$ cat config.mk
export PLATFORM = sky130hd
export DESIGN_NAME = apb_burst_sequencer
export DESIGN_NICKNAME = d
export VERILOG_FILES = /design/src/rtl/apb_pkg.sv /design/src/rtl/apb_seq_timeout.sv /design/src/rtl/apb_burst_sequencer.sv
export SDC_FILE = /design/constraint.sdc
export NUM_CORES = 1
export LEC_CHECK = 0
export CORE_UTILIZATION = 41
export CTS_CLUSTER_DIAMETER = 120
export DETAILED_ROUTE_END_ITERATION = 10
export PLACE_DENSITY = 0.77
export SLEW_MARGIN = 0
export SYNTH_ARGS = -nofsm -noshare
export SYNTH_HDL_FRONTEND = slang
export SYNTH_SLANG_ARGS = --single-unit
$ cat constraint.sdc
create_clock -name clk -period 2.2 [get_ports clk]
set_clock_uncertainty 0.15 [all_clocks]
set_input_delay 0.44 -clock clk [delete_from_list [all_inputs] [get_ports clk]]
set_output_delay 0.44 -clock clk [all_outputs]
set_load 0.005 [all_outputs]
$ cat src/rtl/apb_pkg.sv
// apb_pkg: shared types for the APB burst sequencer.
// Transfer sizes, sequencer states and timing defaults.
`ifndef ADDR_WIDTH
`define ADDR_WIDTH 32
`endif
`ifndef DATA_WIDTH
`define DATA_WIDTH 32
`endif

package apb_pkg;

  typedef enum logic [1:0] {
    FULLWORD = 2'd0,
    HALFWORD = 2'd1,
    BYTE     = 2'd2
  } dsel_type;

  typedef enum logic [2:0] {
    S_IDLE,
    S_WDATA,
    S_REQ,
    S_GAP,
    S_DONE
  } seq_state_t;

  localparam int         TIMEOUT_DEF  = 64;
  localparam logic [1:0] DSEL_ILLEGAL = 2'd3;

  function automatic logic [2:0] size_incr(input logic [1:0] dsel);
    case (dsel)
      FULLWORD: size_incr = 3'd4;
      HALFWORD: size_incr = 3'd2;
      BYTE:     size_incr = 3'd1;
      default:  size_incr = 3'd0;
    endcase
  endfunction

endpackage

$ cat src/rtl/apb_seq_timeout.sv
// apb_seq_timeout: loadable down-counter bounding how long a
// single beat may wait on the bridge; flags expiry at zero.
module apb_seq_timeout #(
  parameter int CYC = 64
) (
  input  logic clk,
  input  logic rst,
  input  logic i_load,
  input  logic i_en,
  output logic o_expire
);

  localparam int W = (CYC > 1) ? $clog2(CYC) : 1;

  logic [W-1:0] r_cnt;

  always_ff @(posedge clk) begin
    if (rst)
      r_cnt <= '0;
    else if (i_load)
      r_cnt <= W'(CYC - 1);
    else if (i_en && r_cnt != '0)
      r_cnt <= r_cnt - 1'b1;
  end

  assign o_expire = (r_cnt == '0);

endmodule

$ cat src/rtl/apb_burst_sequencer.sv
// apb_burst_sequencer: expands burst commands into single-beat
// requests for apb_bridge, with per-beat timeout and error count.
`ifndef ADDR_WIDTH
`define ADDR_WIDTH 32
`endif
`ifndef DATA_WIDTH
`define DATA_WIDTH 32
`endif

module apb_burst_sequencer
  import apb_pkg::*;
#(
  parameter int ADDR_WIDTH  = `ADDR_WIDTH,
  parameter int DATA_WIDTH  = `DATA_WIDTH,
  parameter int CNT_WIDTH   = 8,
  parameter int TIMEOUT_CYC = TIMEOUT_DEF
) (
  input  logic                  clk,
  input  logic                  rst,
  input  logic                  cmd_valid,
  output logic                  cmd_ready,
  input  logic                  cmd_wr,
  input  logic [1:0]            cmd_dsel,
  input  logic [ADDR_WIDTH-1:0] cmd_addr,
  input  logic [CNT_WIDTH-1:0]  cmd_count,
  input  logic                  wdata_valid,
  output logic                  wdata_ready,
  input  logic [DATA_WIDTH-1:0] wdata,
  output logic                  rdata_valid,
  input  logic                  rdata_ready,
  output logic [DATA_WIDTH-1:0] rdata,
  output logic                  rdata_err,
  output logic                  br_trnsfr,
  output logic                  br_wr,
  output logic [1:0]            br_dsel,
  output logic [ADDR_WIDTH-1:0] br_address,
  output logic [DATA_WIDTH-1:0] br_data_in,
  input  logic [DATA_WIDTH-1:0] br_data_out,
  input  logic                  br_ready,
  input  logic                  br_slverr,
  output logic                  done,
  output logic [CNT_WIDTH:0]    err_cnt
);

  localparam logic [CNT_WIDTH:0] ERR_MAX =
    {1'b1, {CNT_WIDTH{1'b0}}};

  seq_state_t r_state, w_next;

  logic                  r_wr;
  logic [1:0]            r_dsel;
  logic [ADDR_WIDTH-1:0] r_addr;
  logic [DATA_WIDTH-1:0] r_wdata;
  logic [DATA_WIDTH-1:0] r_rdata;
  logic                  r_rvalid;
  logic                  r_rerr;
  logic [CNT_WIDTH:0]    r_beats;
  logic [CNT_WIDTH:0]    r_err;

  logic               w_stall;
  logic               w_tmo_load;
  logic               w_expire;
  logic               w_beat_end;
  logic               w_beat_err;
  logic [CNT_WIDTH:0] w_cmd_beats;
  logic [CNT_WIDTH:0] w_err_inc;

  // count 0 stands for a full 2^CNT_WIDTH-beat burst
  assign w_cmd_beats = {cmd_count == '0, cmd_count};
  assign w_stall     = r_rvalid && !rdata_ready;
  assign w_beat_end  = br_ready || w_expire;
  assign w_beat_err  = br_ready ? br_slverr : 1'b1;
  assign w_err_inc   = (r_err == ERR_MAX) ? r_err : r_err + 1'b1;

  apb_seq_timeout #(
    .CYC (TIMEOUT_CYC)
  ) u_tmo (
    .clk      (clk),
    .rst      (rst),
    .i_load   (w_tmo_load),
    .i_en     (r_state == S_REQ),
    .o_expire (w_expire)
  );

  always_ff @(posedge clk) begin
    if (rst) r_state <= S_IDLE;
    else     r_state <= w_next;
  end

  always_comb begin
    w_next      = r_state;
    cmd_ready   = 1'b0;
    wdata_ready = 1'b0;
    br_trnsfr   = 1'b0;
    done        = 1'b0;
    w_tmo_load  = 1'b0;
    unique case (r_state)
      S_IDLE: begin
        cmd_ready = 1'b1;
        if (cmd_valid) begin
          if (cmd_dsel == DSEL_ILLEGAL) begin
            w_next = S_DONE;
          end else if (cmd_wr) begin
            w_next = S_WDATA;
          end else begin
            w_next     = S_REQ;
            w_tmo_load = 1'b1;
          end
        end
      end
      S_WDATA: begin
        wdata_ready = 1'b1;
        if (wdata_valid) begin
          w_next     = S_REQ;
          w_tmo_load = 1'b1;
        end
      end
      S_REQ: begin
        br_trnsfr = 1'b1;
        if (w_beat_end) w_next = S_GAP;
      end
      S_GAP: begin
        if (!w_stall) begin
          if (r_beats == 1) begin
            w_next = S_DONE;
          end else if (r_wr) begin
            w_next = S_WDATA;
          end else begin
            w_next     = S_REQ;
            w_tmo_load = 1'b1;
          end
        end
      end
      S_DONE: begin
        done   = 1'b1;
        w_next = S_IDLE;
      end
      default: w_next = S_IDLE;
    endcase
  end

  always_ff @(posedge clk) begin
    if (rst) begin
      r_wr     <= 1'b0;
      r_dsel   <= 2'd0;
      r_addr   <= '0;
      r_wdata  <= '0;
      r_rdata  <= '0;
      r_rvalid <= 1'b0;
      r_rerr   <= 1'b0;
      r_beats  <= '0;
      r_err    <= '0;
    end else begin
      if (r_rvalid && rdata_ready) r_rvalid <= 1'b0;
      case (r_state)
        S_IDLE: begin
          if (cmd_valid) begin
            r_beats <= w_cmd_beats;
            if (cmd_dsel == DSEL_ILLEGAL) begin
              r_err <= w_cmd_beats;
            end else begin
              r_err  <= '0;
              r_wr   <= cmd_wr;
              r_dsel <= cmd_dsel;
              r_addr <= cmd_addr;
            end
          end
        end
        S_WDATA: begin
          if (wdata_valid) r_wdata <= wdata;
        end
        S_REQ: begin
          if (w_beat_end) begin
            if (w_beat_err) r_err <= w_err_inc;
            if (!r_wr) begin
              r_rvalid <= 1'b1;
              r_rerr   <= w_beat_err;
              r_rdata  <= br_ready ? br_data_out : '0;
            end
          end
        end
        S_GAP: begin
          if (!w_stall) begin
            r_beats <= r_beats - 1'b1;
            r_addr  <= r_addr + ADDR_WIDTH'(size_incr(r_dsel));
          end
        end
        default: ;
      endcase
    end
  end

  assign br_wr       = r_wr;
  assign br_dsel     = r_dsel;
  assign br_address  = r_addr;
  assign br_data_in  = r_wdata;
  assign rdata_valid = r_rvalid;
  assign rdata       = r_rdata;
  assign rdata_err   = r_rerr;
  assign err_cnt     = r_err;

endmodule

==> results of run 1 <==
-- tightest hold or removal path: cells and delay by family, from the launching register on --
kind	cells	cell delay, ns
AND/OR/NAND/NOR	1	0.05
AO/OA/AOI/OAI	1	0.05
flip-flops	1	0.30
-- metrics by stage --
stage / utilization / hold slack (ns) / TNS, ns / instance area (um2) / instances
after floorplan: - / 0.303 / 0 / 6300 / 791
after global placement: 0.631 / 0.290 / -1.52 / 9310 / 1235
after detailed placement: 0.631 / 0.296 / -4.59 / 9310 / 1235
after CTS: 0.674 / 0.303 / 0 / 9940 / 1267
after global routing: 0.682 / 0.319 / -0.209 / 10100 / 1272
final: 0.682 / 0.301 / 0 / 10100 / 1272
-- routing by layer --
metal | GRT usage | up-vias
met4 | 0.0985 | 0
met2 | 0.440 | 386
met3 | 0.0913 | 45
li1 | - | 3441
met1 | 0.321 | 3315
met5 | 0 | -
-- power by group --
group | switching, uW | total (uW) | internal, uW
registers | 347 | 3040 | 2690
clock network | 1100 | 2800 | 1700
logic | 1650 | 3500 | 1840
-- placed cells by master (no fill, tap or decap), drive strengths merged, types with 4 or more instances in the layout --
cell type	count
a21boi	4
clkdlybuf4s50	222
nand4	21
mux2i	8
ha	9
xor2	4
a221oi	5
or4	6
and3	7
clkinv	8
nor2	69
clkbuf	19
a21o	5
and2	6
o21ai	31
nand2b	6
a211oi	11
nor4	13
a22oi	34
nand2	129
o32ai	6
nor2b	5
dlygate4sd2	4
nand3	23
nor3b	5
o22ai	6
dfxtp	128
buf	97
a31oi	12
or3	4
inv	16
nor3	23
a21oi	91
-- path summary, 6_finish.rpt --
| kind | slack [ns] | end | cells after the start | from |
|---|---|---|---|---|
| setup reg to reg | 0.02 | br_address[22] | 8 | br_dsel[1] |
| hold / removal | 0.30 | br_data_in[7] | 2 | br_data_in[7] |
| setup / recovery | 0.02 | br_address[22] | 8 | br_dsel[1] |
| hold reg to reg | 0.30 | br_data_in[7] | 2 | br_data_in[7] |
-- cell type report --
| class | count | area (um2) |
|---|---|---|
| clock buffers | 19 | 443 |
| multi-input cells | 590 | 3550 |
| inverters | 16 | 60.1 |
| clock inverters | 12 | 138 |
| fillers | 1183 | 4690 |
| well taps | 184 | 230 |
| repair buffers | 323 | 3080 |
| flip-flops and latches | 128 | 2570 |
-- logic make-up after synthesis --
family / count (synthesis)
compound gates: 237
fa+ha+maj: 10
buf+inv: 73
mux: 9
xor+xnor: 7
simple gates: 327
flops: 128
-- repair_timing --
| item | CTS | global route |
|---|---|---|
| pin swaps | 3 | 12 |
| gates resized for setup | 15 | 22 |
| hold endpoints to repair | 0 | 0 |
| setup buffers | 1 | 5 |
| setup endpoints to repair | 20 | 31 |
-- flip-flops by register name (all words and copies together) (netlist names) --
| register | flops |
|---|---|
| rdata | 32 |
| r_state | 3 |
| br_address | 32 |
| br_wr | 1 |
| rdata_err | 1 |
| br_data_in | 32 |
| br_dsel | 2 |
| err_cnt | 9 |
| rdata_valid | 1 |
| r_beats | 9 |
| u_tmo.r_cnt | 6 |
==> flow_metrics.env, run 1 <==
export IMPL_path_buf_inv=0
export IMPL_drt_iter0_drc=805
export IMPL_portBuffers=227
export IMPL_clk_path_buf_depth=2
export IMPL_end_kind="flop"
export IMPL_gp_congestion=0.914
export IMPL_clock_latency_ns=0.43
export IMPL_synth_edf_count=0
export IMPL_first_pass_iters=5
export IMPL_grt_ovfl_total=0
export IMPL_ys_ff_latch=128
export IMPL_crit_path_max_fanout=6
export IMPL_synth_simple_area_share=0.252
export IMPL_synth_xor_area_frac=0.00974
export IMPL_cp_slowest_cell="fa_2"
export IMPL_routed_wl_um=21200
export IMPL_grt_first_pass_wirelength_um=34300
export IMPL_synth_compound_area_frac=0.245
export IMPL_wl_met3_um=2200
export IMPL_highest_layer="met4"
export IMPL_start_kind="flop"
export IMPL_setup_viol=0
export IMPL_die_y_um=126
export IMPL_start_util=0.427
export IMPL_synthAdderAreaFrac=0.0211
export IMPL_antenna_found_initial=0
export IMPL_synth_nets=915
export IMPL_num_nets_final=1200
export IMPL_htreeDepth=4
export IMPL_synth_distinct_cells=75
export IMPL_maxSlewHeadroom=0.653
export IMPL_wl_per_cell_um=16.7
export IMPL_holdBufCountCts=0
export IMPL_hold_viol=0
export IMPL_synthCells=791
export IMPL_hold_class="reg2reg"
export IMPL_synth_ff_type="dfxtp_1"
export IMPL_synth_area_leaders="dfxtp_1 (41%), nand2_1 (7.6%), a21oi_1 (7.1%)"
export IMPL_seq_area_frac_synth=0.407
export IMPL_cts_root_buf="clkbuf_16"
export IMPL_dp_hpwl_um=14500
export IMPL_syn_cell_area_um2=6300
export IMPL_numCtsBuffers=17
export IMPL_die_w_um=126
export IMPL_clock_sinks=128
export IMPL_synth_top_family_by_area="simple AND/OR/NAND/NOR gates"
export IMPL_cp_arrival_ns=2.32
export IMPL_critical_path_required_ns=2.34
export IMPL_status="finished, final reports clean"
export IMPL_grt_max_degree=97
export IMPL_clk_pin_slew_ns=0.06
export IMPL_worst_pin_slew_ns=0.516
export IMPL_synthToLayoutAreaGrowth_pct=59.8
export IMPL_num_io_pins=228
export IMPL_drc=0
export IMPL_power_leakage_uw=0.00373
export IMPL_fp_dieArea_um2=15900
export IMPL_slowest_delay_ns=0.39
export IMPL_met1Wirelength_um=8620
export IMPL_vias_per_cell=5.65
export IMPL_fin_crit_ns=2.18
export IMPL_maxCapViolations=0
export IMPL_ir_worst_vdd_v=0.000612
export IMPL_num_vias=7187
export IMPL_wl_met2_um=9960
export IMPL_fmax_mhz=459
export IMPL_fp_row_count=44
export IMPL_synth_top_area_share=0.407
export IMPL_ant_nets=0
export IMPL_grt_pass1_vias=6900
export IMPL_path_cells="nor2b_1 -> ha_2 -> fa_2 -> a21oi_4 -> nor3_2 -> a41o_1 -> a21oi_1 -> nor3_1"
export IMPL_syn_area_per_cell_um2=7.96
export IMPL_n_antenna_cell=0
export IMPL_pre_cts_ws_ns=-0.197
export IMPL_grt_usage=0.267
export IMPL_layout_setup_ws_ns=0.0190
export IMPL_powerDensity_nw_per_um2=927
export IMPL_cp_top_family="compound AO/OA/AOI/OAI gates"
export IMPL_worstSetupPathType="reg2reg"
export IMPL_layout_worst_path_cycle_share=0.991
export IMPL_yosysWarnings=0
export IMPL_synthMuxAreaShare=0.0145
export IMPL_p_total_uw=9330
export IMPL_cts_tree="yes"
export IMPL_rsz0062_at_grt="true"
export IMPL_async_flop_share=0
export IMPL_synth_top_cell_by_area="dfxtp_1"
export IMPL_final_max_slew_viol_count=0
export IMPL_drive_gt1_frac=0.156
export IMPL_core_area_um2=14800
export IMPL_yosys_top_cells_count="dfxtp_1 (128), nand2_1 (128), a21oi_1 (89)"
Note: power is estimated with default switching activity, not from simulation.
==> inputs of run 2 (changes only) <==
==> constraint.sdc (replaced) <==
create_clock -name clk -period 2.2 [get_ports clk]
set_clock_uncertainty 0.15 [all_clocks]
set_input_delay 0.44 -clock clk [delete_from_list [all_inputs] [get_ports clk]]
set_output_delay 0.44 -clock clk [all_outputs]
set_load 0.05 [all_outputs]
==> flow_metrics.env, run 2 (synthesis gave the netlist of run 1 again) <==
export IMPL_status="finished, final reports clean"
export IMPL_ant_nets=0
export IMPL_crit_path_max_fanout=2
export IMPL_finalSetupTns_ns=0
export IMPL_grt_pass1_vias=6550
export IMPL_power_leakage_uw=0.00438
export IMPL_start_kind="flop"
export IMPL_num_vias=6999
export IMPL_drt_iter0_drc=649
export IMPL_synthToLayoutAreaGrowth_pct=56.0
export IMPL_layout_worst_path_cycle_share=0.987
export IMPL_grt_first_pass_wirelength_um=33300
export IMPL_pre_cts_ws_ns=-0.0796
export IMPL_routed_wl_um=20400
export IMPL_cts_root_buf="clkbuf_16"
export IMPL_hold_viol=0
export IMPL_end_kind="primary output"
export IMPL_ir_worst_vdd_v=0.000585
export IMPL_vias_per_cell=5.63
export IMPL_seq_power_share=0.314
export IMPL_first_pass_iters=6
export IMPL_htreeDepth=4
export IMPL_path_buf_inv=1
export IMPL_cp_top_family="buffers and inverters"
export IMPL_clock_power_share=0.264
export IMPL_switching_share=0.410
export IMPL_fp_row_count=44
export IMPL_clk_path_buf_depth=2
export IMPL_cp_arrival_ns=1.58
export IMPL_die_w_um=126
export IMPL_rsz0062_at_grt="true"
export IMPL_combPwrFrac=0.422
export IMPL_numCtsBuffers=17
export IMPL_grt_max_degree=71
export IMPL_clock_sinks=128
export IMPL_wl_met3_um=1980
export IMPL_drc=0
export IMPL_final_cell_mix="clkdlybuf4s50_1 (144), nand2_1 (128), dfxtp_1 (116)"
export IMPL_n_antenna_cell=0
export IMPL_critical_path_required_ns=1.61
export IMPL_fin_crit_ns=2.17
export IMPL_num_io_pins=228
export IMPL_start_util=0.427
export IMPL_final_common_cell="clkdlybuf4s50_1"
export IMPL_layout_setup_ws_ns=0.0296
export IMPL_path_cells="clkdlybuf4s50_1"
export IMPL_fillers=1237
export IMPL_clock_latency_ns=0.42
export IMPL_clk_pin_slew_ns=0.06
export IMPL_wl_met2_um=9300
export IMPL_grt_usage=0.260
export IMPL_grt_ovfl_total=0
export IMPL_intPower_uw=5770
export IMPL_r2r_slack_ns=0.03
export IMPL_worstSetupPathType="reg2out"
export IMPL_cts_tree="yes"
export IMPL_gp_congestion=0.957
export IMPL_setup_viol=0
export IMPL_met1Wirelength_um=8620
export IMPL_maxSlewHeadroom=0.630
export IMPL_num_nets_final=1171
export IMPL_final_max_slew_viol_count=0
export IMPL_dp_hpwl_um=14400
export IMPL_holdBufCountCts=0
export IMPL_hold_class="in2reg"
export IMPL_drive_gt1_frac=0.158
export IMPL_worst_pin_slew_ns=0.555
export IMPL_slowest_delay_ns=0.81
export IMPL_highest_layer="met5"
export IMPL_antenna_found_initial=1
export IMPL_wl_per_cell_um=16.4
export IMPL_fp_dieArea_um2=15900
export IMPL_power_switching_uw=4010
export IMPL_maxCapViolations=0
export IMPL_core_area_um2=14800
export IMPL_powerDensity_nw_per_um2=995
export IMPL_portBuffers=227
export IMPL_fmax_mhz=461
export IMPL_cp_slowest_cell="clkdlybuf4s50_1"
export IMPL_die_y_um=126
[run 2: cell types whose count changed in the layout (fill, tap and decap cells not counted), sizes merged, moves of 2 or more]
cell and delta:
dlygate4sd2 +17, clkdlybuf4s50 -78, inv +3, bufinv -2, buf -6, dlymetal6s2s +38, clkbuf -2
[run 2: power by group through the flow]
stage	sequential [uW]	clock, uW	combinational, uW
2_1_floorplan	3950	0	1690
3_3_place_gp	3100	0	4040
3_5_place_dp	3110	0	4090
4_1_cts	3060	2620	4060
5_1_grt	3130	2730	4430
6_report	3070	2580	4120
[run 2: repair_timing]
| item | in CTS | in global routing |
|---|---|---|
| buffers inserted | 1 | 5 |
| endpoints found under the setup margin | 22 | 73 |
| gates cloned | 0 | 0 |
| pin swaps | 1 | 2 |
| resized for setup | 22 | 48 |
[run 2: worst paths after layout]
path | start | to | cells past startpoint
worst max-delay path | br_data_in[4] | br_data_in[4] | 1
worst min-delay path | rst | br_address[25] | 4
worst max register to register | br_dsel[1] | br_address[26] | 8
worst min register to register | br_data_in[23] | br_data_in[23] | 2
[run 2: layout make-up]
type	instances	area (um2)	share of cell area
Clock buffer	17	425	0.0433
Clock inverter	15	113	0.0115
Inverter	16	60.1	0.00611
Multi-Input combinational cell	590	3500	0.356
Sequential cell	128	2580	0.263
Tap cell	184	230	0.0234
Timing Repair Buffer	294	2910	0.297
[run 2: through the flow]
| stage | area, um2 | util | power [uW] | hold WS [ns] | cells |
|---|---|---|---|---|---|
| 6_report | 9820 | 0.666 | 9780 | 0.241 | 1244 |
| 5_1_grt | 9820 | 0.666 | 10300 | 0.257 | 1244 |
| 4_1_cts | 9640 | 0.654 | 9740 | 0.235 | 1239 |
| 3_5_place_dp | 9120 | 0.618 | 7200 | 0.296 | 1206 |
| 3_3_place_gp | 9120 | 0.618 | 7140 | 0.291 | 1206 |
| 2_1_floorplan | 6350 | - | 5640 | 0.305 | 791 |
[run 2: routing by layer]
metal / vias to the layer above / track usage
met3: 44 / 0.0875
met1: 3221 / 0.329
met2: 337 / 0.408
li1: 3395 / -
met5: - / 0
met4: 2 / 0.101
==> inputs of run 3 (changes only) <==
--- a/config.mk
+++ b/config.mk
@@ -5,10 +5,12 @@
 export SDC_FILE = /design/constraint.sdc
 export NUM_CORES = 1
 export LEC_CHECK = 0
-export CORE_UTILIZATION = 41
+export ABC_CLOCK_PERIOD_IN_PS = 2200
+export CORE_UTILIZATION = 42
+export CTS_BUF_LIST = sky130_fd_sc_hd__clkbuf_2
 export CTS_CLUSTER_DIAMETER = 120
 export DETAILED_ROUTE_END_ITERATION = 10
-export PLACE_DENSITY = 0.77
+export PLACE_DENSITY = 0.79
 export SLEW_MARGIN = 0
 export SYNTH_ARGS = -nofsm -noshare
 export SYNTH_HDL_FRONTEND = slang
==> flow_metrics.env, run 3 (synthesis gave the netlist of run 1 again) <==
export IMPL_hold_viol=0
export IMPL_power_switching_uw=3950
export IMPL_drt_iter0_drc=516
export IMPL_powerDensity_nw_per_um2=933
export IMPL_final_common_cell="nand2_1"
export IMPL_design_area_um2=9490
export IMPL_core_area_um2=14600
export IMPL_crit_path_max_fanout=3
export IMPL_final_max_slew_viol_count=0
export IMPL_grt_max_degree=48
export IMPL_numCtsBuffers=17
export IMPL_start_kind="flop"
export IMPL_htreeDepth=4
export IMPL_maxSlewHeadroom=0.678
export IMPL_num_vias=7051
export IMPL_cp_arrival_ns=1.74
export IMPL_fmax_mhz=430
export IMPL_ir_worst_vdd_v=0.000626
export IMPL_synthToLayoutAreaGrowth_pct=50.7
export IMPL_ant_nets=0
export IMPL_die_w_um=124
export IMPL_die_y_um=124
export IMPL_cts_root_buf="clkbuf_2"
export IMPL_num_nets_final=1177
export IMPL_layout_setup_ws_ns=-0.125
export IMPL_worstSetupPathType="reg2out"
export IMPL_pre_cts_ws_ns=-0.117
export IMPL_clock_sinks=128
export IMPL_dpl_cell_area_um2=9140
export IMPL_p_total_uw=8850
export IMPL_portBuffers=227
export IMPL_routed_wl_um=20600
export IMPL_clock_power_share=0.182
export IMPL_switching_share=0.446
export IMPL_end_kind="primary output"
export IMPL_grt_usage=0.261
export IMPL_fp_row_count=44
export IMPL_final_cell_mix="nand2_1 (128), clkdlybuf4s50_1 (112), dfxtp_1 (104)"
export IMPL_fillers=1236
export IMPL_combPwrFrac=0.469
export IMPL_status="finished with violations"
export IMPL_register_area_um2=2600
export IMPL_wl_per_cell_um=16.5
export IMPL_maxCapViolations=0
export IMPL_critical_path_required_ns=1.61
export IMPL_final_instance_count_excl_fill=1252
export IMPL_violations="negative setup slack"
export IMPL_first_pass_iters=5
export IMPL_drc=0
export IMPL_dp_hpwl_um=14400
export IMPL_worst_pin_slew_ns=0.483
export IMPL_layout_worst_path_cycle_share=1.06
export IMPL_cts_tree="yes"
export IMPL_rsz0062_at_grt="true"
export IMPL_start_util=0.432
export IMPL_fp_dieArea_um2=15500
export IMPL_gp_congestion=0.921
export IMPL_multi_input_area_um2=3540
export IMPL_hold_class="in2reg"
export IMPL_finalSetupTns_ns=-0.411
export IMPL_drive_gt1_frac=0.260
export IMPL_grt_ovfl_total=0
export IMPL_grt_pass1_vias=6722
export IMPL_clk_path_buf_depth=2
export IMPL_num_io_pins=228
export IMPL_grt_first_pass_wirelength_um=33200
export IMPL_intPower_uw=4900
export IMPL_antenna_found_initial=1
export IMPL_seq_power_share=0.350
export IMPL_power_leakage_uw=0.00365
export IMPL_dp_cells=1206
export IMPL_setup_viol=4
export IMPL_clk_pin_slew_ns=0.22
export IMPL_clock_latency_ns=0.74
export IMPL_fin_crit_ns=2.33
export IMPL_vias_per_cell=5.63
-- run 3: changes by cell type in the layout (fill, tap and decap cells not counted), moves of 17 or more --
cell	before	now
clkdlybuf4s50_1	144	112
clkbuf_16	17	0
clkbuf_2	0	17
buf_2	0	35
clkdlybuf4s15_2	0	41
dlymetal6s2s_1	38	0
dlygate4sd2_1	21	0
-- run 3: stage by stage --
step	hold slack [ns]	util
6_report	0.0760	0.650
5_1_grt	0.0146	0.650
4_1_cts	0.00849	0.650
3_5_place_dp	0.297	0.626
3_3_place_gp	0.291	0.626
2_1_floorplan	0.305	-
-- run 3: cell type report --
type,count,area share
Clock buffer,17,0.00897
Clock inverter,15,0.0185
Sequential cell,128,0.274
Timing Repair Buffer,300,0.294
Inverter,16,0.00659
Antenna cell,2,0.000527
Multi-Input combinational cell,590,0.373
Tap cell,184,0.0243
-- run 3: power groups by stage --
stage | sequential (uW) | combinational, uW | clock [uW]
4_1_cts | 3070 | 4080 | 1630
3_3_place_gp | 3110 | 4030 | 0
3_5_place_dp | 3120 | 4080 | 0
5_1_grt | 3160 | 4430 | 1750
2_1_floorplan | 3950 | 1690 | 0
6_report | 3100 | 4150 | 1610
-- run 3: critical path, cell delays in order, from the launching register on --
cell	delay (ns)
dfxtp_2	0.37
or3b_4	0.42
inv_4	0.10
buf_12	0.13
-- run 3: repair_timing --
action / in CTS / in global routing
resized for setup: 310 / 100
setup buffers: 5 / 4
endpoints found under the hold margin: 10 / 3
endpoints found under the setup margin: 96 / 69
pin swaps: 1 / 6
hold buffers: 1 / 3
-- run 3: final timing paths --
path | cells past startpoint | startpoint | slack [ns] | endpoint
max | 3 | r_state[2] | -0.13 | br_trnsfr
min | 3 | wdata[1] | 0.08 | br_data_in[1]
max reg2reg | 8 | br_dsel[1] | 0.05 | br_address[26]
min reg2reg | 2 | br_data_in[29] | 0.32 | br_data_in[29]
-- run 3: per-layer routing --
| layer | vias to the layer above | share of wire | global-route usage |
|---|---|---|---|
| li1 | 3403 | - | - |
| met1 | 3271 | 0.42 | 0.324 |
| met2 | 338 | 0.47 | 0.427 |
| met3 | 39 | 0.091 | 0.0782 |
| met4 | 0 | 0.023 | 0.0943 |
| met5 | - | 0 | 0 |
